--- config.mk ---
export PLATFORM = sky130hd
export DESIGN_NAME = block_draw_ctrl_flat
export DESIGN_NICKNAME = d
export VERILOG_FILES = /design/src/rtl/block_draw_ctrl_pkg.sv /design/src/rtl/block_draw_ctrl_if.sv /design/src/rtl/block_draw_ctrl_pixel_scan.sv /design/src/rtl/block_draw_ctrl.sv /design/src/flat_wrapper.sv
export SDC_FILE = /design/constraint.sdc
export NUM_CORES = 1
export LEC_CHECK = 0
export CORE_MARGIN = 2
export CORE_UTILIZATION = 30
export CTS_CLUSTER_SIZE = 12
export DETAILED_ROUTE_END_ITERATION = 6
export PLACE_DENSITY_LB_ADDON = 0.1
export SLEW_MARGIN = 25
export SYNTH_ARGS = -nofsm -noshare
export SYNTH_HDL_FRONTEND = slang
export SYNTH_SLANG_ARGS = --single-unit
--- constraint.sdc ---
create_clock -name clk -period 2.7 [get_ports clk]
set_input_delay 0.81 -clock clk [delete_from_list [all_inputs] [get_ports clk]]
set_output_delay 0.81 -clock clk [all_outputs]
set_load 0.03 [all_outputs]
--- src/rtl/block_draw_ctrl_pkg.sv ---
// Shared types and constants for the stacker block draw controller.
package stacker_pkg;

  localparam int COLOUR_W = 3;
  localparam logic [COLOUR_W-1:0] COLOUR_BLACK = 3'b000;

  // Controller states: draw, hold, decide, undraw, move, lock a row, end of game.
  typedef enum logic [2:0] {
    S_IDLE   = 3'd0,
    S_PLOT   = 3'd1,
    S_WAIT   = 3'd2,
    S_CHECK  = 3'd3,
    S_ERASE  = 3'd4,
    S_UPDATE = 3'd5,
    S_LOCK   = 3'd6,
    S_OVER   = 3'd7
  } state_e;

  // Width of a counter that must hold 0..n-1 (at least one bit).
  function automatic int cnt_w(input int n);
    return (n > 1) ? $clog2(n) : 1;
  endfunction

endpackage

--- src/rtl/block_draw_ctrl_if.sv ---
// Player controls in, VGA adapter pixel stream and game status out.
interface block_draw_ctrl_if #(
  parameter int X_W = 8,
  parameter int Y_W = 7
) ();
  import stacker_pkg::*;

  logic                start;
  logic                stop;
  logic [COLOUR_W-1:0] colour_in;
  logic [X_W-1:0]      x;
  logic [Y_W-1:0]      y;
  logic [COLOUR_W-1:0] colour;
  logic                writeEn;
  logic                locked;
  logic                game_over;

  // Game logic / player side.
  modport master (
    output start, stop, colour_in,
    input  x, y, colour, writeEn, locked, game_over
  );

  // Controller side.
  modport slave (
    input  start, stop, colour_in,
    output x, y, colour, writeEn, locked, game_over
  );
endinterface

--- src/rtl/block_draw_ctrl_pixel_scan.sv ---
// Raster scan over one block: px fastest, wraps to (0,0) after the last pixel.
module pixel_scan #(
  parameter int BLK_W = 4,
  parameter int BLK_H = 4,
  parameter int PX_W  = 2,
  parameter int PY_W  = 2
) (
  input  logic            clk,
  input  logic            reset,
  input  logic            en,
  input  logic            clear,
  output logic [PX_W-1:0] px,
  output logic [PY_W-1:0] py,
  output logic            last
);

  localparam logic [PX_W-1:0] PX_MAX = PX_W'(BLK_W - 1);
  localparam logic [PY_W-1:0] PY_MAX = PY_W'(BLK_H - 1);

  logic [PX_W-1:0] px_q;
  logic [PY_W-1:0] py_q;

  // Advance one pixel per enabled cycle; the last pixel wraps back to the origin.
  always_ff @(posedge clk) begin
    if (reset || clear) begin
      px_q <= '0;
      py_q <= '0;
    end else if (en) begin
      if (px_q == PX_MAX) begin
        px_q <= '0;
        py_q <= (py_q == PY_MAX) ? '0 : py_q + PY_W'(1);
      end else begin
        px_q <= px_q + PX_W'(1);
      end
    end
  end

  assign px   = px_q;
  assign py   = py_q;
  assign last = (px_q == PX_MAX) && (py_q == PY_MAX);

endmodule

--- src/rtl/block_draw_ctrl.sv ---
// Plot / delay / erase / move sequencer for one bouncing block with row stacking.
module block_draw_ctrl
  import stacker_pkg::*;
#(
  parameter int BLK_W   = 4,
  parameter int BLK_H   = 4,
  parameter int SCR_W   = 160,
  parameter int X_W     = 8,
  parameter int Y_W     = 7,
  parameter int Y_START = 116,
  parameter int DELAY   = 833333,
  parameter int DELAY_W = 20
) (
  input  logic              clk,
  input  logic              reset,
  block_draw_ctrl_if.slave  bus
);

  localparam int PX_W = cnt_w(BLK_W);
  localparam int PY_W = cnt_w(BLK_H);
  localparam logic [X_W-1:0]     X_MAX     = X_W'(SCR_W - BLK_W);
  localparam logic [DELAY_W-1:0] DLY_LOAD  = DELAY_W'(DELAY - 1);
  localparam bit                 NO_TRAVEL = (SCR_W == BLK_W);

  state_e             state_q, state_d;
  logic [X_W-1:0]     x_org_q, x_org_d;
  logic [Y_W-1:0]     y_org_q, y_org_d;
  logic               dir_right_q, dir_right_d;
  logic               stop_req_q, stop_req_d;
  logic [DELAY_W-1:0] dly_q, dly_d;

  logic            scan_en;
  logic            scan_clear;
  logic            scan_last;
  logic [PX_W-1:0] px;
  logic [PY_W-1:0] py;

  // Same scanner serves both drawing and erasing; held at the origin otherwise.
  assign scan_en    = (state_q == S_PLOT) || (state_q == S_ERASE);
  assign scan_clear = !scan_en;

  pixel_scan #(
    .BLK_W (BLK_W),
    .BLK_H (BLK_H),
    .PX_W  (PX_W),
    .PY_W  (PY_W)
  ) u_scan (
    .clk   (clk),
    .reset (reset),
    .en    (scan_en),
    .clear (scan_clear),
    .px    (px),
    .py    (py),
    .last  (scan_last)
  );

  // State, origin, direction, stop latch and delay counter registers.
  always_ff @(posedge clk) begin
    if (reset) begin
      state_q     <= S_IDLE;
      x_org_q     <= '0;
      y_org_q     <= Y_W'(Y_START);
      dir_right_q <= 1'b1;
      stop_req_q  <= 1'b0;
      dly_q       <= '0;
    end else begin
      state_q     <= state_d;
      x_org_q     <= x_org_d;
      y_org_q     <= y_org_d;
      dir_right_q <= dir_right_d;
      stop_req_q  <= stop_req_d;
      dly_q       <= dly_d;
    end
  end

  // Next-state, datapath updates and pixel outputs.
  always_comb begin
    state_d       = state_q;
    x_org_d       = x_org_q;
    y_org_d       = y_org_q;
    dir_right_d   = dir_right_q;
    stop_req_d    = stop_req_q;
    dly_d         = dly_q;
    bus.x         = x_org_q + X_W'(px);
    bus.y         = y_org_q + Y_W'(py);
    bus.colour    = COLOUR_BLACK;
    bus.writeEn   = 1'b0;
    bus.locked    = 1'b0;
    bus.game_over = 1'b0;

    // Stop is latched so a short press anywhere in the cycle reaches the next CHECK.
    if (bus.stop && (state_q != S_LOCK) && (state_q != S_OVER)) begin
      stop_req_d = 1'b1;
    end

    unique case (state_q)
      S_IDLE: begin
        if (bus.start) state_d = S_PLOT;
      end
      S_PLOT: begin
        bus.writeEn = 1'b1;
        bus.colour  = bus.colour_in;
        if (scan_last) begin
          state_d = S_WAIT;
          dly_d   = DLY_LOAD;
        end
      end
      S_WAIT: begin
        if (dly_q == '0) state_d = S_CHECK;
        else             dly_d   = dly_q - DELAY_W'(1);
      end
      S_CHECK: begin
        state_d = stop_req_q ? S_LOCK : S_ERASE;
      end
      S_ERASE: begin
        bus.writeEn = 1'b1;
        bus.colour  = COLOUR_BLACK;
        if (scan_last) state_d = S_UPDATE;
      end
      S_UPDATE: begin
        // Bounce: at either edge flip direction and step back inward.
        if (!NO_TRAVEL) begin
          if (dir_right_q) begin
            if (x_org_q >= X_MAX) begin
              dir_right_d = 1'b0;
              x_org_d     = x_org_q - X_W'(1);
            end else begin
              x_org_d     = x_org_q + X_W'(1);
            end
          end else begin
            if (x_org_q == '0) begin
              dir_right_d = 1'b1;
              x_org_d     = x_org_q + X_W'(1);
            end else begin
              x_org_d     = x_org_q - X_W'(1);
            end
          end
        end
        state_d = S_PLOT;
      end
      S_LOCK: begin
        bus.locked  = 1'b1;
        stop_req_d  = 1'b0;
        x_org_d     = '0;
        dir_right_d = 1'b1;
        if (y_org_q < Y_W'(BLK_H)) begin
          state_d = S_OVER;
        end else begin
          y_org_d = y_org_q - Y_W'(BLK_H);
          state_d = S_IDLE;
        end
      end
      S_OVER: begin
        bus.game_over = 1'b1;
      end
      default: state_d = S_IDLE;
    endcase
  end

endmodule

--- src/flat_wrapper.sv ---
// flat-port wrapper written by rule: the top's interface ports become plain ports
module block_draw_ctrl_flat import stacker_pkg::*;
#(
  parameter int BLK_W   = 4,
  parameter int BLK_H   = 4,
  parameter int SCR_W   = 160,
  parameter int X_W     = 8,
  parameter int Y_W     = 7,
  parameter int Y_START = 116,
  parameter int DELAY   = 833333,
  parameter int DELAY_W = 20
)
  (clk, reset, bus_start, bus_stop, bus_colour_in, bus_x, bus_y, bus_colour, bus_writeEn, bus_locked, bus_game_over);
  block_draw_ctrl_if #(.X_W(X_W), .Y_W(Y_W)) bus_i ();
  input  logic clk;
  input  logic reset;
  input wire logic [$bits(bus_i.start)-1:0] bus_start;
  input wire logic [$bits(bus_i.stop)-1:0] bus_stop;
  input wire logic [$bits(bus_i.colour_in)-1:0] bus_colour_in;
  output wire logic [$bits(bus_i.x)-1:0] bus_x;
  output wire logic [$bits(bus_i.y)-1:0] bus_y;
  output wire logic [$bits(bus_i.colour)-1:0] bus_colour;
  output wire logic [$bits(bus_i.writeEn)-1:0] bus_writeEn;
  output wire logic [$bits(bus_i.locked)-1:0] bus_locked;
  output wire logic [$bits(bus_i.game_over)-1:0] bus_game_over;
  assign bus_i.start = bus_start;
  assign bus_i.stop = bus_stop;
  assign bus_i.colour_in = bus_colour_in;
  assign bus_x = bus_i.x;
  assign bus_y = bus_i.y;
  assign bus_colour = bus_i.colour;
  assign bus_writeEn = bus_i.writeEn;
  assign bus_locked = bus_i.locked;
  assign bus_game_over = bus_i.game_over;
  block_draw_ctrl #(.BLK_W(BLK_W), .BLK_H(BLK_H), .SCR_W(SCR_W), .X_W(X_W), .Y_W(Y_W), .Y_START(Y_START), .DELAY(DELAY), .DELAY_W(DELAY_W)) u_core (.clk(clk), .reset(reset), .bus(bus_i));
endmodule
==> metrics.txt <==
Cell variety after synth=50; mapped cell area=about 2500 sq um; DR top layer=met4; EDFF count, synth=0; via count=roughly 2100; Clock Skews=0.01250 ns; Mapped Avg Cell Area=8.344 sq um; Final Cell Area=3015 sq um; setup TNS=0 ns; fin crit period=~2.6 ns; Layout area overhead=22.09%; CP delay by family, top=buffers and inverters; dominant cells by area after synthesis=dfxtp_1 34%, xnor2_1 6.7%, a21oi_1 5.5%; post-route ant nets=0; initial drt markers=81; CTS buffer count=5; share of cells above drive strength 1=12.08%; WL final=5684 microns; Ant. Diodes=0; CTS tree=yes; largest net degree at the start of global routing=18; die area=about 9000 sq um; die width=94.74 microns; number of global-route vias before repair=a little under 2000; Skew-Pair Late Insertion Delay=0.30 ns; DRC=0; initial antenna violation count=0; worst-margin pin slew=0.5815 ns; final core occ=37.26%; CP required=1.89 ns; critical path arrival=1.78 ns; # rows=33; clock tree sinks=42; post-synthesis register bit count=42; CP bufs+invs=1; Worst Slack Setup Final=between 0.1 and 0.15 ns; setup bufs post-CTS=0; hold buffers post-CTS=0; Pleak=0.001118 uW; period utilisation layout=95.84%; cell breakdown of the critical path=ha_1, a21o_1, nand4_1, xnor2_1, dlygate4sd2_1; max_cap viols=0; FFs w/ async S/R, synth=0%; Seq/Total Area, Yosys=34.04%; met2 wire len=2386 microns; Post-DP Area=2903 sq um; H-tree depth=2; Syn Nets=314; Worst Hold Class=reg -> reg; RSZ-0062 raised after global routing=no; outcome=finished clean; CP endpoint kind=output pin; DR WL met3=192 microns; Slew Limit Headroom=slightly above 60%; first-pass GRT wire length=just under 10000 microns; clock tree buffer depth=2; commonest cells after routing, fill and taps aside=41 x dfxtp_1, 31 x nor2_1, 27 x a21oi_1; worst-path maximum fanout=3; DRT Pass-1 Iters=4; Synth area leader=dfxtp_1; Place WS=0.1534 ns; CORE AREA=around 8100 sq um; PD cells=428.5 nW/um^2; commonest non-fill, non-tap cell in the layout=dfxtp_1; Post-Syn Instances=about 300; Max Clock Freq=386.5 MHz; Worst setup SP type=flop; Post-DP HPWL=4223 microns; critical path's slowest cell=dlygate4sd2_1; gr usage total=13.56%; Final Hold Viols=0; Setup Viol. Count Final=0; worst hold slack=0.4296 ns; Met1 Wirelength=3046 microns; Crit path largest cell delay=0.41 ns; maximum vdd ir drop=0.2098 mV; Root Driver=clkbuf_8; Buffers on Ports=27; Starting Density=30.52%; CP Class=reg -> out; synth warn=0; max-slew violations=0; final layout net count=348; Die H=94.74 microns; I/O pin count=28; CTS clk-pin slew, worst paths=~0.090 ns; GP Congestion=roughly 0.76; Synth top area share=between 30% and 40%; DR vias/cell=4.894; total grt overflow=0; Most used DFF post-synth=dfxtp_1; wire per inst=13.04 microns
## layout make-up
type | count | area, sq um
Inverter | 15 | 56.30
Sequential cell | 42 | 842.1
Tap cell | 105 | 131.4
Clock buffer | 6 | 72.57
Multi-Input combinational cell | 225 | 1519
Clock inverter | 2 | 37.54
Timing Repair Buffer | 41 | 356.6
Fill cell | 895 | 5077
## path summary, 6_finish.rpt
| path | cells past startpoint | slack (ns) | start | to |
|---|---|---|---|---|
| max | 5 | 0.11 | u_core.u_scan.px[1]$_SDFFE_PP0N_ | bus_x[5] |
| min | 1 | 0.43 | u_core.u_scan.px[0]$_SDFFE_PP0N_ | u_core.u_scan.px[0]$_SDFFE_PP0N_ |
| max reg2reg | 7 | 0.48 | u_core.x_org_q[0]$_SDFFE_PP0P_ | u_core.x_org_q[2]$_SDFFE_PP0P_ |
| min reg2reg | 1 | 0.43 | u_core.u_scan.px[0]$_SDFFE_PP0N_ | u_core.u_scan.px[0]$_SDFFE_PP0N_ |
## worst register-to-register path: stages (launching register included)
cell,delay [ns]
dfxtp_1,0.34
buf_4,0.13
inv_1,0.08
ha_1,0.20
a32oi_1,0.42
nand2_1,0.32
mux2i_1,0.26
mux2_2,0.36
## flip-flops by register name, indices dropped and copies added (netlist names)
register,count
u_core.x_org_q,8
u_core.state_q,3
u_core.dir_right_q,1
u_core.dly_q,20
u_core.y_org_q,5
u_core.u_scan.py,2
u_core.u_scan.px,2
u_core.stop_req_q,1
## cell usage after synthesis (3+ instances only)
library cell,number
a21oi_1,27
a31oi_1,3
a211o_1,3
nand4_1,12
a21o_1,3
nor3_1,12
or3_1,6
nor4_1,6
mux2i_1,7
a211oi_1,3
nor3b_1,5
ha_1,10
nand2b_1,5
nand3_1,9
mux2_2,4
clkbuf_1,10
o21ai_0,3
nand2_1,14
and3_1,3
or4_1,3
o31ai_1,3
dfxtp_1,42
xnor2_1,19
nand4b_1,4
inv_1,14
nor2_1,31
and2_1,6
buf_2,3
xor2_1,3
## power breakdown
group / internal (uW) / leakage, uW / switching, uW
clock: 276 / 0.0000514 / 230
sequential: 629 / 0.000340 / 10.1
combinational: 63.3 / 0.000726 / 83.3
## stage by stage
| stage | power, uW | instances |
|---|---|---|
| after floorplan | 745.8 | 296 |
| after global placement | 803.8 | 428 |
| after detailed placement | 802.5 | 428 |
| after CTS | 1322 | 436 |
| after global routing | 1359 | 436 |
| final | 1292 | 436 |
## layer usage
metal  track usage [%]  vias up
li1                  -     1123
met1             20.10      974
met2             20.04       32
met3             2.713        5
met4             3.261        0
met5                 0        -
## logic make-up after synthesis
family	synth area share [%]
xor gates and xnor gates	7.802
muxes	4.661
and+or+nand+nor	30.45
adders and majority gates	5.876
buffers and inverters	4.559
DFF	34.04
AOI/OAI and AO/OA	12.61
## timing repair
item / 4_1_cts / 5_1_grt
endpoints found under the hold margin: 0 / 0
resized for setup: 3 / 3
endpoints found under the setup margin: 3 / 3
No activity file was read; power rests on OpenSTA's default activity.
